## src/rtl/mem_arbiter.sv

```systemverilog
// ---------------------------------------------------------------------------
// mem_arbiter
// Shares one single-ported word memory between the instruction-fetch port (I)
// and the load/store port (D). Each transaction walks IDLE -> ACCESS -> RESP,
// or IDLE -> RESP when the byte address is not word aligned (error response,
// no memory strobe).
//
// Configuration macro:
//   MEM_ARB_DPRIO_EN  defined   : D always wins a tie (fixed priority)
//                     undefined : round-robin, the port not granted last wins
//
// Ports:
//   clk, rst_n                : clock (rising edge), async active-low reset
//   i_req, i_addr             : fetch request and byte address
//   d_req, d_we, d_addr,
//   d_wdata                   : load/store request, direction, address, data
//   i_ack, d_ack              : one-cycle completion pulses
//   err                       : misaligned request flag, valid with an ack
//   rdata                     : read result, valid with an ack
//   mem_addr, mem_wdata,
//   mem_read, mem_write       : memory request, active only in ACCESS
//   mem_rdata                 : combinational memory read data
// ---------------------------------------------------------------------------
module mem_arbiter #(
   parameter int AW = 32,
   parameter int DW = 32
) (
   input  logic          clk,
   input  logic          rst_n,
   input  logic          i_req,
   input  logic [AW-1:0] i_addr,
   input  logic          d_req,
   input  logic          d_we,
   input  logic [AW-1:0] d_addr,
   input  logic [DW-1:0] d_wdata,
   output logic          i_ack,
   output logic          d_ack,
   output logic          err,
   output logic [DW-1:0] rdata,
   output logic [AW-1:0] mem_addr,
   output logic [DW-1:0] mem_wdata,
   output logic          mem_read,
   output logic          mem_write,
   input  logic [DW-1:0] mem_rdata
);

   typedef enum logic [1:0] {
      IDLE   = 2'd0,
      ACCESS = 2'd1,
      RESP   = 2'd2
   } state_t;

   state_t        state_r;
   logic          gnt_d_r;       // 1: current transaction belongs to D
   logic          err_r;
   logic [DW-1:0] rdata_r;
`ifndef MEM_ARB_DPRIO_EN
   logic          last_gnt_d_r;  // 1: D was granted last
`endif

   logic          any_req_s;
   logic          win_d_s;
   logic [AW-1:0] win_addr_s;
   logic          win_we_s;
   logic [DW-1:0] win_wdata_s;
   logic          misaligned_s;

   // Winner selection and operand mux for the IDLE sampling edge.
   always_comb begin
      any_req_s = i_req | d_req;
`ifdef MEM_ARB_DPRIO_EN
      win_d_s = d_req;
`else
      if (i_req && d_req) begin
         win_d_s = ~last_gnt_d_r;
      end else begin
         win_d_s = d_req;
      end
`endif
      // Fetch is always a read, so D-side operands are masked for I grants.
      if (win_d_s) begin
         win_addr_s  = d_addr;
         win_we_s    = d_we;
         win_wdata_s = d_wdata;
      end else begin
         win_addr_s  = i_addr;
         win_we_s    = 1'b0;
         win_wdata_s = {DW{1'b0}};
      end
      misaligned_s = (win_addr_s[1:0] != 2'b00);
   end

   // Transaction FSM; all outputs are registers so they drop on reset at once.
   always_ff @(posedge clk or negedge rst_n) begin
      if (!rst_n) begin
         state_r      <= IDLE;
         gnt_d_r      <= 1'b0;
         err_r        <= 1'b0;
         rdata_r      <= {DW{1'b0}};
         i_ack        <= 1'b0;
         d_ack        <= 1'b0;
         mem_addr     <= {AW{1'b0}};
         mem_wdata    <= {DW{1'b0}};
         mem_read     <= 1'b0;
         mem_write    <= 1'b0;
`ifndef MEM_ARB_DPRIO_EN
         last_gnt_d_r <= 1'b0;
`endif
      end else begin
         case (state_r)
            IDLE: begin
               if (any_req_s) begin
                  gnt_d_r      <= win_d_s;
`ifndef MEM_ARB_DPRIO_EN
                  last_gnt_d_r <= win_d_s;
`endif
                  if (misaligned_s) begin
                     // Error path skips memory and responds next cycle.
                     err_r   <= 1'b1;
                     rdata_r <= {DW{1'b0}};
                     i_ack   <= ~win_d_s;
                     d_ack   <= win_d_s;
                     state_r <= RESP;
                  end else begin
                     // The memory registers double as the latched operands.
                     mem_addr  <= win_addr_s;
                     mem_wdata <= win_wdata_s;
                     mem_write <= win_we_s;
                     mem_read  <= ~win_we_s;
                     state_r   <= ACCESS;
                  end
               end else begin
                  state_r <= IDLE;
               end
            end
            ACCESS: begin
               if (mem_read) begin
                  rdata_r <= mem_rdata;
               end else begin
                  rdata_r <= {DW{1'b0}};
               end
               mem_addr  <= {AW{1'b0}};
               mem_wdata <= {DW{1'b0}};
               mem_read  <= 1'b0;
               mem_write <= 1'b0;
               i_ack     <= ~gnt_d_r;
               d_ack     <= gnt_d_r;
               state_r   <= RESP;
            end
            RESP: begin
               // Requests are deliberately not sampled on this edge.
               i_ack   <= 1'b0;
               d_ack   <= 1'b0;
               err_r   <= 1'b0;
               rdata_r <= {DW{1'b0}};
               state_r <= IDLE;
            end
            default: begin
               i_ack     <= 1'b0;
               d_ack     <= 1'b0;
               err_r     <= 1'b0;
               rdata_r   <= {DW{1'b0}};
               mem_addr  <= {AW{1'b0}};
               mem_wdata <= {DW{1'b0}};
               mem_read  <= 1'b0;
               mem_write <= 1'b0;
               state_r   <= IDLE;
            end
         endcase
      end
   end

   assign err   = err_r;
   assign rdata = rdata_r;

endmodule
```

## config.mk

```make
export PLATFORM = sky130hd
export DESIGN_NAME = mem_arbiter
export DESIGN_NICKNAME = d
export VERILOG_FILES = /design/src/rtl/mem_arbiter.sv
export SDC_FILE = /design/constraint.sdc
export NUM_CORES = 1
export LEC_CHECK = 0
export BUFFER_PORTS_ARGS = -buffer_cell sky130_fd_sc_hd__buf_2
export CORE_MARGIN = 2
export CORE_UTILIZATION = 49
export DETAILED_ROUTE_END_ITERATION = 8
export GPL_ROUTABILITY_DRIVEN = 1
export PLACE_DENSITY = 0.85
export SLEW_MARGIN = 0
export SYNTH_ARGS = -nofsm -noshare
export SYNTH_HDL_FRONTEND = slang
export SYNTH_SLANG_ARGS = --single-unit
```

## constraint.sdc

```tcl
create_clock -name clk -period 4.15 [get_ports clk]
set_input_delay 0.2075 -clock clk [delete_from_list [all_inputs] [get_ports clk]]
set_output_delay 0.2075 -clock clk [all_outputs]
set_load 0.01 [all_outputs]
```

==> results.toml <==
[sta]
period_share = 0.660
final_hold_viol_count = 0
tightestPinTransition_ns = 1.24
rsz0062_at_grt = "false"
fin_ws_ns = 1.41
setup_viol_count_final = 0
slew_viol_final = 0
relSlewSlack = 0.171
finClkSkew_ns = 0.0138
fin_setup_tns_ns = 0
max_freq_mhz = 365
final.min_clock_period_ns = 2.74

[grt]
grt.total_usage = 0.242
overflow = 0
grt-busiest-layer = "met2"
globalRouteMet1Util = 0.305
antenna_found_initial = 0
grtUsageMet2 = 0.403
grt_use_met3 = 0.0511
grt_max_degree = 67
grt_pass1_vias = 4111
grt_pass1_wl_um = 19700

[final_layout]
fillCellCount = 754
drive_above_1_share = 0.464
multi_input_area_mm2 = 0.00184
register_area_mm2 = 0.00260
layout.nets = 744
area_growth_pct = 29.8
diodes = 0

[drt]
post_drt_wl_per_cell_um = 17.1
drtAntennaViolNets = 0
detailroute.via_count = 4154
dr.pass1.iters = 4
drc = 0
wirelength_um = 12800
drt_iter0_markers = 177
viasPerCell = 5.58

[run_status]
outcome = "finished, final reports clean"

[cts]
root_buffer = "clkbuf_8"
htree_levels = 3
clockBufferDepth = 2
clock-sinks = 104
cts_buffers = 9
hold_buffers = 1
clk_pin_slew_worst_paths_ns = 0.09
cts_tree = "done"
post_cts_resized = 0
clk_latency_ns = 0.35
postCtsSetupBuffers = 0

[power]
power.density_mw_per_mm2 = 531
leakagePower_nw = 3.10
ir_drop_mv = 0.326

[worst_setup_path]
crit_chain = "a21boi_4 -> mux2_2 -> a21oi_1 -> a211oi_2"
critPathMaxFanout = 64
slowest_stage = "mux2_2"
critical_path.max_stage_delay_ns = 1.13
arrival_ns = 2.99
path_class = "reg -> reg"
endpoint_kind = "register"
cp-start-kind = "register"
worst-endpoint-required_ns = 4.40

[yosys]
postSynthRegisterBits = 104
synth_cell_types = 32
synthMuxAreaShare = 0.0714
synth-simple-area-share = 0.0891
yosysWarnings = 0
netlist_area_mm2 = 0.00468
ys_seq_area_frac = 0.557
synth-adder-area-share = 0
avgSynthCellArea_um2 = 11.6
synthCells = 403
synth_xor_area_frac = 0
synth-compound-area-share = 0.228
synth_top_family_by_area = "compound AO/OA/AOI/OAI gates"
syn_nets = 536

[die]
die_area_mm2 = 0.0103
num_io_pins = 234
core_mm2 = 0.00924
rows = 35
die_w_um = 102
start_util = 0.506
dieHeight_um = 102

[run]
drv_cap = 0

[hold_path]
min_path_type = "in -> reg"

[place]
gp_congestion = 0.786
pre_cts_ws_ns = 1.47
port_buffers = 233
dpl.hpwl_um = 8760
## registers in the layout (all words and copies together), names as in the netlist, 2 cells and up
register and count:
mem_addr 32, mem_wdata 32, rdata 32, state_r 2
## layer usage
layer / part of all wire / routed length [µm] / vias up
met5: 0 / 0 / -
met4: 0.033 / 421 / 0
met3: 0.063 / 799 / 37
met2: 0.50 / 6400 / 195
met1: 0.40 / 5140 / 2011
li1: - / - / 1911
## placed cells by master (no fill, tap or decap), drive strengths merged
cell and count:
nand2b 2, a21oi 36, nor3 1, a31oi 2, dlygate4sd3 1, nand4 32
mux2i 31, clkinvlp 2, buf 238, clkbuf 11, nor3b 2, and3 1
clkinv 1, nor2 9, a221o 1, and2 1, o311a 1, inv 2
o22ai 1, a211oi 30, nand2 33, mux2 1, a311oi 1, a22o 32
a21boi 2, bufinv 3, dfrtp 104, a41o 1, o21ai 34
## cell usage after synthesis
master,number,share of area
mux2i_4,1,0.0048
mux2i_1,30,0.064
nand2_1,33,0.026
clkbuf_1,19,0.015
a31oi_1,2,0.0027
buf_2,10,0.011
nor3b_1,2,0.0032
o21ai_0,22,0.024
o311a_1,1,0.0021
inv_1,2,0.0016
o22ai_1,1,0.0013
nand4_1,32,0.043
dfrtp_1,104,0.56
a21oi_1,36,0.039
a211oi_1,4,0.0064
mux2_1,1,0.0024
nor2_1,8,0.0064
nand2b_1,2,0.0027
and3_1,1,0.0013
a221o_1,1,0.0021
a211oi_2,26,0.070
buf_4,6,0.0096
a311oi_1,1,0.0019
a21boi_2,2,0.0048
a41o_1,1,0.0021
clkinv_1,1,0.00080
o21ai_1,12,0.013
buf_6,7,0.017
nor2_2,1,0.0013
a22o_1,32,0.060
nor3_4,1,0.0035
and2_1,1,0.0013
## final cells by class
type                            count  share of cell area
Timing Repair Buffer              239               0.200
Clock buffer                       11              0.0216
Sequential cell                   104               0.429
Clock inverter                      5              0.0173
Tap cell                          129              0.0266
Inverter                            3             0.00186
Multi-Input combinational cell    254               0.303
## where the power goes
group	switching, mW	internal (mW)
clock network	0.334	0.402
registers	0.168	1.25
logic	0.611	0.454
total	1.11	2.11
## critical path, delay by kind of cell, from the launching register on
kind / cells / cell delay [ns]
AOI/OAI and AO/OA: 3 / 1.08
muxes: 1 / 1.13
DFF: 1 / 0.44
## metrics by stage
stage | instance area [µm²] | power, mW | instances | util | hold slack [ns]
after floorplan | 4680 | 2.06 | 403 | - | -0.0881
after global placement | 5810 | 2.44 | 728 | 0.629 | 0.260
after detailed placement | 5810 | 2.50 | 728 | 0.629 | 0.269
after CTS | 6060 | 3.24 | 745 | 0.656 | 0.0414
after global routing | 6070 | 3.41 | 745 | 0.657 | 0.0456
final | 6070 | 3.22 | 745 | 0.657 | 0.0643
## path summary, 6_finish.rpt
check	slack (ns)	cells past startpoint	end	from
hold / removal	0.06	2	mem_read	d_we
setup / recovery	1.41	4	mem_addr[21]	last_gnt_d_r
max in group asynchronous	2.56	3	state_r[0]	rst_n
hold reg to reg	0.50	1	rdata[21]	rdata[21]
setup reg to reg	1.41	4	mem_addr[21]	last_gnt_d_r
min in group asynchronous	0.40	2	mem_addr[23]	rst_n
## cells by family after synthesis
family,after synthesis
multiplexers,32
buffers and inverters,45
AO/OA/AOI/OAI,141
AND/OR/NAND/NOR,81
flip-flops,104
(Power assumes the default switching activity.)
